==> src/rtl/attn_score_mac.sv <==
// attn_score_mac: streaming q.k dot-product scorer.
// Alternating q/k words accumulate into one saturated score per vector.
module attn_score_mac #(
  parameter int DATA_W    = 8,
  parameter int N_FEAT    = 4,
  parameter int OUT_SHIFT = DATA_W - 1
) (
  input  logic                     clk,
  input  logic                     rst_n,
  input  logic signed [DATA_W-1:0] s_data,
  input  logic                     s_valid,
  output logic                     s_ready,
  output logic signed [DATA_W-1:0] m_data,
  output logic                     m_valid,
  input  logic                     m_ready,
  output logic                     busy
);

  localparam int CNT_W = $clog2(N_FEAT);
  localparam int ACC_W = 2 * DATA_W + CNT_W;
  localparam int PRD_W = 2 * DATA_W;

  localparam logic [CNT_W-1:0] LAST =
    CNT_W'(N_FEAT - 1);
  localparam logic signed [ACC_W-1:0] SAT_HI =
    ACC_W'((2 ** (DATA_W - 1)) - 1);
  localparam logic signed [ACC_W-1:0] SAT_LO =
    ~SAT_HI;

  typedef enum logic {
    ST_Q = 1'b0,
    ST_K = 1'b1
  } state_t;

  state_t                    r_state;
  logic signed [DATA_W-1:0]  r_q;
  logic        [CNT_W-1:0]   r_cnt;
  logic signed [ACC_W-1:0]   r_acc;
  logic signed [DATA_W-1:0]  r_mdata;
  logic                      r_mvalid;

  logic                      w_last;
  logic                      w_xfer;
  logic                      w_load;
  logic signed [PRD_W-1:0]   w_prod;
  logic signed [ACC_W-1:0]   w_prod_x;
  logic signed [ACC_W-1:0]   w_sum;
  logic signed [ACC_W-1:0]   w_shr;
  logic signed [DATA_W-1:0]  w_sat;

  // The last k word cannot land while an old score is still unread.
  assign w_last  = (r_state == ST_K) && (r_cnt == LAST);
  assign s_ready = !(w_last && r_mvalid && !m_ready);
  assign w_xfer  = s_valid && s_ready;
  assign w_load  = w_xfer && w_last;

  assign w_prod   = r_q * s_data;
  assign w_prod_x = {{CNT_W{w_prod[PRD_W-1]}}, w_prod};
  assign w_sum    = (r_cnt == '0) ? w_prod_x
                                  : r_acc + w_prod_x;
  assign w_shr    = w_sum >>> OUT_SHIFT;

  assign m_data  = r_mdata;
  assign m_valid = r_mvalid;
  assign busy    = (r_cnt != '0) || (r_state == ST_K);

  // Clamp the scaled sum into the output range.
  always_comb begin
    w_sat = w_shr[DATA_W-1:0];
    if (w_shr > SAT_HI)
      w_sat = SAT_HI[DATA_W-1:0];
    else if (w_shr < SAT_LO)
      w_sat = SAT_LO[DATA_W-1:0];
  end

  // q/k FSM, accumulator and output register.
  always_ff @(posedge clk) begin
    if (!rst_n) begin
      r_state  <= ST_Q;
      r_q      <= '0;
      r_cnt    <= '0;
      r_acc    <= '0;
      r_mdata  <= '0;
      r_mvalid <= 1'b0;
    end else begin
      if (w_xfer) begin
        unique case (r_state)
          ST_Q: begin
            r_q     <= s_data;
            r_state <= ST_K;
          end
          ST_K: begin
            r_acc   <= w_sum;
            r_cnt   <= w_last ? '0 : r_cnt + 1'b1;
            r_state <= ST_Q;
          end
          default: r_state <= ST_Q;
        endcase
      end
      if (w_load) begin
        r_mdata  <= w_sat;
        r_mvalid <= 1'b1;
      end else if (r_mvalid && m_ready) begin
        r_mvalid <= 1'b0;
      end
    end
  end

endmodule

==> config.mk <==
export PLATFORM = sky130hd
export DESIGN_NAME = attn_score_mac
export DESIGN_NICKNAME = d
export VERILOG_FILES = /design/src/rtl/attn_score_mac.sv
export SDC_FILE = /design/constraint.sdc
export NUM_CORES = 1
export LEC_CHECK = 0
export CORE_UTILIZATION = 65
export DETAILED_ROUTE_END_ITERATION = 6
export GPL_TIMING_DRIVEN = 1
export HOLD_SLACK_MARGIN = 0.15
export PLACE_DENSITY = 0.89
export SYNTH_ARGS = -nofsm -noshare
export SYNTH_HDL_FRONTEND = slang
export SYNTH_SLANG_ARGS = --single-unit
==> constraint.sdc <==
create_clock -name clk -period 16.2 [get_ports clk]
set_clock_uncertainty 0.1 [all_clocks]
set_input_delay 3.24 -clock clk [delete_from_list [all_inputs] [get_ports clk]]
set_output_delay 3.24 -clock clk [all_outputs]
set_load 0.02 [all_outputs]
Word level (Yosys, flattened, before mapping)

Cells that the tools add are included.

Register bits after elaboration: 38
Output and inout port bits: 11
Logic and storage cells: 34

Add/subtract/negate cells: 2
Multiply operators: 1
Order comparisons: 2
Equality and inequality tests: 1
Multiplexer cells: 7
Bitwise operators: 1
Reductions and logical operators: 14

Operator list:

| operator                                                       | number |
|---|---|
| adder 18 x 16 -> 18 bit                                        | 1 |
| 2-to-1 mux 18 bit                                              | 1 |
| multiplier 8 x 8 -> 16 bit                                     | 1 |
| 2-to-1 mux 8 bit                                               | 2 |
| greater-than comparator 11 x 8 -> 1 bit, second input constant | 1 |
| less-than comparator 11 x 8 -> 1 bit, second input constant    | 1 |
| logical AND 1 bit                                              | 6 |
| AND reduction 2 bit                                            | 2 |
| nonzero test 2 bit                                             | 2 |
| adder 2 x 1 -> 2 bit, second input constant                    | 1 |
| equality test 2 bit, second input constant                     | 1 |
| logical NOT 1 bit                                              | 2 |
| logical NOT 2 bit                                              | 1 |
| 2-to-1 mux 1 bit                                               | 2 |
| 2-to-1 mux 2 bit                                               | 1 |
| case mux 1 bit (2 select lines)                                | 1 |
| logical OR 1 bit                                               | 1 |
| NOT 1 bit                                                      | 1 |

Logic depth before layout (Yosys ltp)

Gate-level depths: netlist (run 1).

Word-level depth: 8
Depth in mapped cells: 25
Depth with buffers taken out: 25

Least setup slack after synthesis (run 1)

Ideal clock, no wire load.

Path kind: input-to-reg
Start point: input s_data[3]
End point: register r_mdata[0], in the netlist m_data[0]
Data arrival time: 8.757 ns
Required time: 15.971 ns
Slack: 7.214 ns
Stages: 24
Path buffers: 0
Cell sequence: and2_1 fa_1 inv_1 fa_1 inv_1 fa_1 inv_1 fa_1 inv_1 ha_1 nand2_1 nor3_1 nand2_1 a21oi_1 xnor2_2 ha_1 a21o_1 a31o_1 nor3_2 a21oi_2 mux2i_4 xor2_4 o22ai_2 o22ai_1

Longest elaborated chain between the ends: 6
Elaborated cells on any way between the ends: 7
Those cells by class: add/sub (1); mul (1); order compare (2); mux (3)

Ends and longest elaborated chain:

| element                              | line | RTL |
|---|---|---|
| from (decl)                          | 10   | `input logic signed [DATA_W-1:0] s_data,` |
| multiplier 8 x 8 -> 16 bit (*)       | 57   | `assign w_prod = r_q * s_data;` |
| adder 18 x 16 -> 18 bit              | 60   | `: r_acc + w_prod_x;` |
| 2-to-1 mux 18 bit (*)                | 59   | `assign w_sum = (r_cnt == '0) ? w_prod_x` |
| less-than comparator 11 x 8 -> 1 bit | 72   | `else if (w_shr < SAT_LO)` |
| 2-to-1 mux 8 bit                     | 72   |  |
| 2-to-1 mux 8 bit (*)                 | 70   | `if (w_shr > SAT_HI)` |
| to (signal assigned)                 | 101  | `r_mdata <= w_sat;` |
| to (decl)                            | 39   | `logic signed [DATA_W-1:0] r_mdata;` |

Mark *: on every way between the ends. The rest lies on a longest branch, timed or not.
A chain may end at the register's enable or synchronous reset.

Final worst setup path (run 1)

Start point: input s_data[4]
End point: register r_mdata[3], in the netlist m_data[3]

The elaborated chain is that of the path after synthesis.

==> impl_metrics.env, run 1 <==
export IMPL_dominantRegCellSynth="sky130_fd_sc_hd__dfxtp_1"
export IMPL_timing_critical_path_slowest_stage_cell="sky130_fd_sc_hd__fa_1"
export IMPL_hold_buffers=0
export IMPL_postRouteAntennaNets=0
export IMPL_die_height_um=90.73
export IMPL_layout_cells_non_filler=719
export IMPL_fp_dieW_um=90.73
export IMPL_timing_final_max_slew_violations=0
export IMPL_postCtsResizedCells=0
export IMPL_buffer_ports_inserted=22
export IMPL_clock_sinks=38
export IMPL_preCtsSetupSlack_ns=6.150
export IMPL_slew_limit_headroom_pct=22.23
export IMPL_grt_pass1_vias=4176
export IMPL_yosys_register_bits=38
export IMPL_syn_to_final_growth_pct=7.677
export IMPL_clock_insertion_delay_worst_skew_ns=0.30
export IMPL_power_report_internal_total_uw=289.5
export IMPL_hold_viol_final=0
export IMPL_clock_root_buffer="sky130_fd_sc_hd__clkbuf_8"
export IMPL_worstSetupPathType="in -> reg"
export IMPL_setup_violations=0
export IMPL_first_pass_iters=5
export IMPL_mean_instance_size_in_the_synthesized_netlist_um2=8.515
export IMPL_placed_cells_incl_taps=711
export IMPL_die_area_mm2=0.008232
export IMPL_design_area_mm2=0.005510
export IMPL_drt_wirelength_per_cell_um=15.31
export IMPL_hp_class="reg -> reg"
export IMPL_max_cap_violations=0
export IMPL_cts_htree_levels=2
export IMPL_dp_hpwl_mm=8.715
export IMPL_met1_usage_pct=38.42
export IMPL_p_sw_uw=294.6
export IMPL_worst_slew_pin_slew_ns=1.165
export IMPL_ioPinCount=23
export IMPL_required_time_at_the_endpoint_of_the_critical_path_ns=16.28
export IMPL_reg2reg_slack_ns=9.59
export IMPL_fin_util_pct=73.99
export IMPL_maximum_buffer_depth_of_the_clock_tree=2
export IMPL_finalPower_uw=584.1
export IMPL_most_congested_layer_reported_by_global_routing="met2"
export IMPL_crit_fanout=9
export IMPL_grt_util_all_layers_pct=28.13
export IMPL_mostFrequentLayoutCells="sky130_fd_sc_hd__inv_1, sky130_fd_sc_hd__fa_1, sky130_fd_sc_hd__nor2_1"
export IMPL_p_leak_nw=2.553
export IMPL_num_nets_final=735
export IMPL_grt_pass1_wl_mm=19.03
export IMPL_run_status="finished, final reports clean"
export IMPL_synth_cell_types=53
export IMPL_clock_power_share_pct=12.2
export IMPL_critical_path_max_stage_delay_ns=0.67
export IMPL_netSwitchingFraction_pct=50.43
export IMPL_synth_fp_nets=717
export IMPL_holdWs_ns=0.3715
export IMPL_fraction_of_final_layout_cells_with_drive_strength_greater_than_1_pct=4.194
export IMPL_num_rows=31
export IMPL_worst_r2r_path_depth=25
export IMPL_critical_path_endpoint_type="flop"
export IMPL_register_area_share_after_synthesis_pct=14.87
export IMPL_worst_hold_path_num_cells=2
export IMPL_globalRouteMet2Util_pct=48.61
export IMPL_placedInstanceArea_mm2=0.005424
export IMPL_vias_per_cell=5.943
export IMPL_cts_clk_slew_worst_paths_ns=0.09
export IMPL_pwr_share_comb_pct=69.8
export IMPL_antenna_cells=0
export IMPL_tns_ns=0
export IMPL_setup_ws_ns=6.439
export IMPL_tritoncts="built"
export IMPL_syn_instance_count=601
export IMPL_globalRouteMet3Util_pct=3.114
export IMPL_starting_density_of_the_core_pct=68.72
export IMPL_detailedRoute_firstIterationViolations=257
export IMPL_layout_cells_most_common="sky130_fd_sc_hd__inv_1"
export IMPL_clock_fmax_mhz=102.4
export IMPL_cp_start_kind="primary input"
export IMPL_unrepaired_setup_endpoints_after_global_routing="false"
export IMPL_tritoncts_num_buffers=5
export IMPL_place_congestion=0.9170
export IMPL_power_per_cell_area_mw_per_mm2=106.0
export IMPL_mappedNetlistArea_mm2=0.005117
export IMPL_power_sequential_fraction_pct=18.0
export IMPL_asyncSetResetFlopFracSynth_pct=0
export IMPL_largest_net_degree_at_the_start_of_global_routing=33
export IMPL_grt_remaining_overflow=0
export IMPL_yosys_warnings=0
export IMPL_fillCellCount=539
export IMPL_grt_antenna_before_repair=0
export IMPL_vias=4273
export IMPL_synth_edff_count=0
export IMPL_core_area_mm2=0.007447
export IMPL_timing_final_crit_period_ns=9.761
export IMPL_ir_worst_vdd_mv=0.08431
export IMPL_postRouteWirelength_mm=11.01
export IMPL_critPathArrivalTime_ns=9.84
export IMPL_drt_drc_violations_left=0
export IMPL_cts_post_setup_buffers_inserted=0
export IMPL_timing_final_crit_share_pct=60.25
power groups by stage:
stage | clock [mW] | sequential (mW) | combinational, mW
final | 0.0710 | 0.105 | 0.408
after global routing | 0.0739 | 0.106 | 0.454
after CTS | 0.0709 | 0.105 | 0.405
after detailed placement | 0 | 0.107 | 0.402
after global placement | 0 | 0.107 | 0.388
after floorplan | 0 | 0.105 | 0.322
flip-flops by register name, summed over array words and instances (netlist names):
| name | flops |
|---|---|
| r_cnt | 2 |
| r_state | 1 |
| m_valid | 1 |
| m_data | 8 |
| r_q | 8 |
| r_acc | 18 |
Yosys cell counts (6+ instances only):
library cell               count  share of area (%)
sky130_fd_sc_hd__a211oi_1      8                1.2
sky130_fd_sc_hd__a21o_1       10                1.5
sky130_fd_sc_hd__a21oi_1      29                2.8
sky130_fd_sc_hd__and2_1       44                5.4
sky130_fd_sc_hd__clkbuf_1     12               0.88
sky130_fd_sc_hd__dfxtp_1      38                 15
sky130_fd_sc_hd__fa_1         56                 22
sky130_fd_sc_hd__ha_1         48                 12
sky130_fd_sc_hd__inv_1        95                7.0
sky130_fd_sc_hd__mux2i_1      13                2.5
sky130_fd_sc_hd__nand2_1      38                2.8
sky130_fd_sc_hd__nand2b_1     10                1.2
sky130_fd_sc_hd__nor2_1       52                3.8
sky130_fd_sc_hd__nor3_1       11                1.1
sky130_fd_sc_hd__o211ai_1     10                1.5
sky130_fd_sc_hd__o21a_1        6               0.88
sky130_fd_sc_hd__o21ai_0      21                2.1
sky130_fd_sc_hd__o21ai_1       7               0.68
sky130_fd_sc_hd__xnor2_1      18                3.1
sky130_fd_sc_hd__xor2_1        6                1.0
metal layers:
metal,wire length (µm),up-vias
met1,4806,2077
met4,130,0
met3,575,18
met2,5495,131
met5,0,-
li1,-,2047
cells by family after synthesis:
group	count (synthesis)	share of synthesized area, %
AND/OR/NAND/NOR	185	18.51
AO/OA/AOI/OAI	126	16.97
buffers and inverters	107	7.848
adder cells (fa/ha/maj)	104	33.64
flip-flops	38	14.87
XOR/XNOR	26	4.963
multiplexers	15	3.203
final timing paths:
kind,start,endpoint
max,s_data[4],m_data[3]$_SDFFE_PN0P_
min,r_acc[8]$_SDFFE_PN0P_,r_acc[8]$_SDFFE_PN0P_
max reg2reg,r_q[7]$_SDFFE_PN0P_,m_data[3]$_SDFFE_PN0P_
min reg2reg,r_acc[8]$_SDFFE_PN0P_,r_acc[8]$_SDFFE_PN0P_
area by class of cell:
class,instances,area (µm²),share of cell area (%)
inverters,95,356.6,6.471
flip-flops and latches,38,760.7,13.81
clock buffers,6,72.57,1.317
multi-input cells,456,3955,71.78
repair buffers,23,227.7,4.133
clock inverters,2,13.76,0.2498
well taps,99,123.9,2.248
worst max-delay path, delay by kind of cell:
kind | cells | cell delay [ns]
fa+ha+maj | 6 | 2.96
compound gates | 6 | 1.23
buf+inv | 5 | 0.86
simple gates | 5 | 0.85
xor+xnor | 2 | 0.43
mux | 1 | 0.24
(Power assumes the default switching activity.)
==> run 2, diff against run 1 <==
CORE_UTILIZATION = 63   (was 65)
PLACE_DENSITY = 0.87   (was 0.89)
clock period = 10.2 ns   (was 16.2 ns; I/O delays follow)
==> run 2 against run 1 <==
Sequential power rose by 59%; critical path depth did not move; setup slack worse by 4.9 ns; cell count increased by 0.28%; routed wire length increased by 3.6%; non-clock buffer count is the same; sequential cell count stayed put; largest cell class unchanged; via count up 0.84%; utilization down 3.0 points.
==> impl_metrics.env, run 2 (same netlist as run 1, synthesis figures left out) <==
export IMPL_run_status="finished, final reports clean"
export IMPL_fillCellCount=582
export IMPL_netSwitchingFraction_pct=48.94
export IMPL_cp_start_kind="primary input"
export IMPL_grt_pass1_wl_mm=19.58
export IMPL_num_nets_final=735
export IMPL_pwr_share_comb_pct=68.2
export IMPL_dp_hpwl_mm=8.741
export IMPL_drt_drc_violations_left=0
export IMPL_hold_viol_final=0
export IMPL_clock_insertion_delay_worst_skew_ns=0.30
export IMPL_vias=4309
export IMPL_clock_root_buffer="sky130_fd_sc_hd__clkbuf_8"
export IMPL_grt_remaining_overflow=0
export IMPL_p_leak_nw=2.565
export IMPL_setup_violations=0
export IMPL_mostFrequentLayoutCells="sky130_fd_sc_hd__inv_1, sky130_fd_sc_hd__fa_1, sky130_fd_sc_hd__nor2_1"
export IMPL_timing_final_crit_period_ns=8.691
export IMPL_clock_sinks=38
export IMPL_p_sw_uw=470.6
export IMPL_postCtsResizedCells=0
export IMPL_tritoncts_num_buffers=5
export IMPL_largest_net_degree_at_the_start_of_global_routing=33
export IMPL_placed_cells_incl_taps=714
export IMPL_grt_util_all_layers_pct=28.78
export IMPL_worst_slew_pin_slew_ns=1.252
export IMPL_vias_per_cell=5.976
export IMPL_setup_ws_ns=1.509
export IMPL_die_area_mm2=0.008487
export IMPL_preCtsSetupSlack_ns=1.285
export IMPL_clock_power_share_pct=14.4
export IMPL_largest_reg_flops=18
export IMPL_core_area_mm2=0.007807
export IMPL_crit_fanout=9
export IMPL_hold_buffers=0
export IMPL_starting_density_of_the_core_pct=65.54
export IMPL_max_flop_register="r_acc"
export IMPL_critical_path_endpoint_type="flop"
export IMPL_finalPower_uw=961.5
export IMPL_layout_cells_non_filler=721
export IMPL_timing_final_crit_share_pct=85.21
export IMPL_critPathArrivalTime_ns=8.76
export IMPL_tns_ns=0
export IMPL_cts_post_setup_buffers_inserted=0
export IMPL_place_congestion=0.9469
export IMPL_fp_dieW_um=92.13
export IMPL_required_time_at_the_endpoint_of_the_critical_path_ns=10.27
export IMPL_postRouteWirelength_mm=11.41
export IMPL_design_area_mm2=0.005540
export IMPL_clock_fmax_mhz=115.1
export IMPL_ir_worst_vdd_mv=0.1459
export IMPL_num_rows=32
export IMPL_detailedRoute_firstIterationViolations=310
export IMPL_maximum_buffer_depth_of_the_clock_tree=2
export IMPL_layout_cells_most_common="sky130_fd_sc_hd__inv_1"
export IMPL_first_pass_iters=5
export IMPL_max_cap_violations=0
export IMPL_power_per_cell_area_mw_per_mm2=173.5
export IMPL_ioPinCount=23
export IMPL_buffer_ports_inserted=22
export IMPL_antenna_cells=0
export IMPL_power_sequential_fraction_pct=17.4
export IMPL_hp_class="reg -> reg"
export IMPL_power_report_internal_total_uw=490.9
export IMPL_tritoncts="built"
export IMPL_placedInstanceArea_mm2=0.005428
export IMPL_drt_wirelength_per_cell_um=15.82
export IMPL_cts_htree_levels=2
export IMPL_worstSetupPathType="in -> reg"
export IMPL_grt_pass1_vias=4366
export IMPL_slew_limit_headroom_pct=16.38
export IMPL_postRouteAntennaNets=0
export IMPL_fraction_of_final_layout_cells_with_drive_strength_greater_than_1_pct=4.200
export IMPL_cts_clk_slew_worst_paths_ns=0.09
export IMPL_syn_to_final_growth_pct=8.264
export IMPL_unrepaired_setup_endpoints_after_global_routing="false"
export IMPL_grt_antenna_before_repair=0
export IMPL_die_height_um=92.13
export IMPL_timing_final_max_slew_violations=0
==> run 2: changes by cell type in the layout (fill, tap and decap cells not counted), sizes merged <==
| cell | change |
|---|---|
| clkinv | -2 |
| bufinv | +1 |
==> run 2: worst max-delay path, stage by stage <==
cell	delay, ns
sky130_fd_sc_hd__clkdlybuf4s50_1	0.57
sky130_fd_sc_hd__and2_1	0.27
sky130_fd_sc_hd__fa_1	0.68
sky130_fd_sc_hd__inv_1	0.16
sky130_fd_sc_hd__fa_1	0.55
sky130_fd_sc_hd__inv_1	0.05
sky130_fd_sc_hd__fa_1	0.53
sky130_fd_sc_hd__inv_1	0.06
sky130_fd_sc_hd__fa_1	0.53
sky130_fd_sc_hd__inv_1	0.04
sky130_fd_sc_hd__ha_1	0.34
sky130_fd_sc_hd__nand2_1	0.09
sky130_fd_sc_hd__nor3_1	0.23
sky130_fd_sc_hd__nand2_1	0.09
sky130_fd_sc_hd__a21oi_1	0.29
sky130_fd_sc_hd__xnor2_2	0.24
sky130_fd_sc_hd__ha_1	0.36
sky130_fd_sc_hd__a21o_1	0.22
sky130_fd_sc_hd__a31o_1	0.22
sky130_fd_sc_hd__nor3_2	0.24
sky130_fd_sc_hd__a21oi_2	0.11
sky130_fd_sc_hd__mux2i_4	0.23
sky130_fd_sc_hd__xor2_4	0.19
sky130_fd_sc_hd__o22ai_2	0.28
sky130_fd_sc_hd__o22ai_1	0.14
==> run 2: power groups by stage <==
stage	clock network (mW)	logic [mW]	registers, mW
6_report	0.138	0.656	0.167
5_1_grt	0.146	0.731	0.168
4_1_cts	0.139	0.648	0.167
3_5_place_dp	0	0.639	0.170
3_3_place_gp	0	0.616	0.170
2_1_floorplan	0	0.512	0.167
==> run 2: layer usage <==
metal	vias up	GRT usage, %	part of all wire (%)
li1	2036	-	-
met3	31	3.980	6.2
met2	158	48.13	50
met5	-	0	0
met4	0	9.896	1.8
met1	2084	38.20	42
==> run 2: worst paths after layout <==
check,from,end,slack (ns),depth (start not counted)
worst max register to register,r_q[7]$_SDFFE_PN0P_,m_data[1]$_SDFFE_PN0P_,3.48,24
worst max-delay path,s_data[4],m_data[1]$_SDFFE_PN0P_,1.51,25
worst min-delay path,r_acc[7]$_SDFFE_PN0P_,r_acc[7]$_SDFFE_PN0P_,0.37,2
worst min register to register,r_acc[7]$_SDFFE_PN0P_,r_acc[7]$_SDFFE_PN0P_,0.37,2
==> run 2: area by class of cell <==
| class | count | area (µm²) | share of cell area [%] |
|---|---|---|---|
| timing repair buffer | 23 | 227.7 | 4.110 |
| tap | 102 | 127.6 | 2.304 |
| multi-input combinational | 456 | 3955 | 71.39 |
| clock inverter | 1 | 30.03 | 0.5420 |
| inverter | 95 | 356.6 | 6.436 |
| clock buffer | 6 | 82.58 | 1.491 |
| sequential | 38 | 760.7 | 13.73 |
==> run 2: stage by stage <==
step / utilization (%) / hold slack (ns)
global route: 70.96 / 0.3842
CTS: 70.96 / 0.3713
global placement: 69.52 / 0.3440
detailed placement: 69.52 / 0.3594
floorplan: - / 0.3362
finish: 70.96 / 0.3707
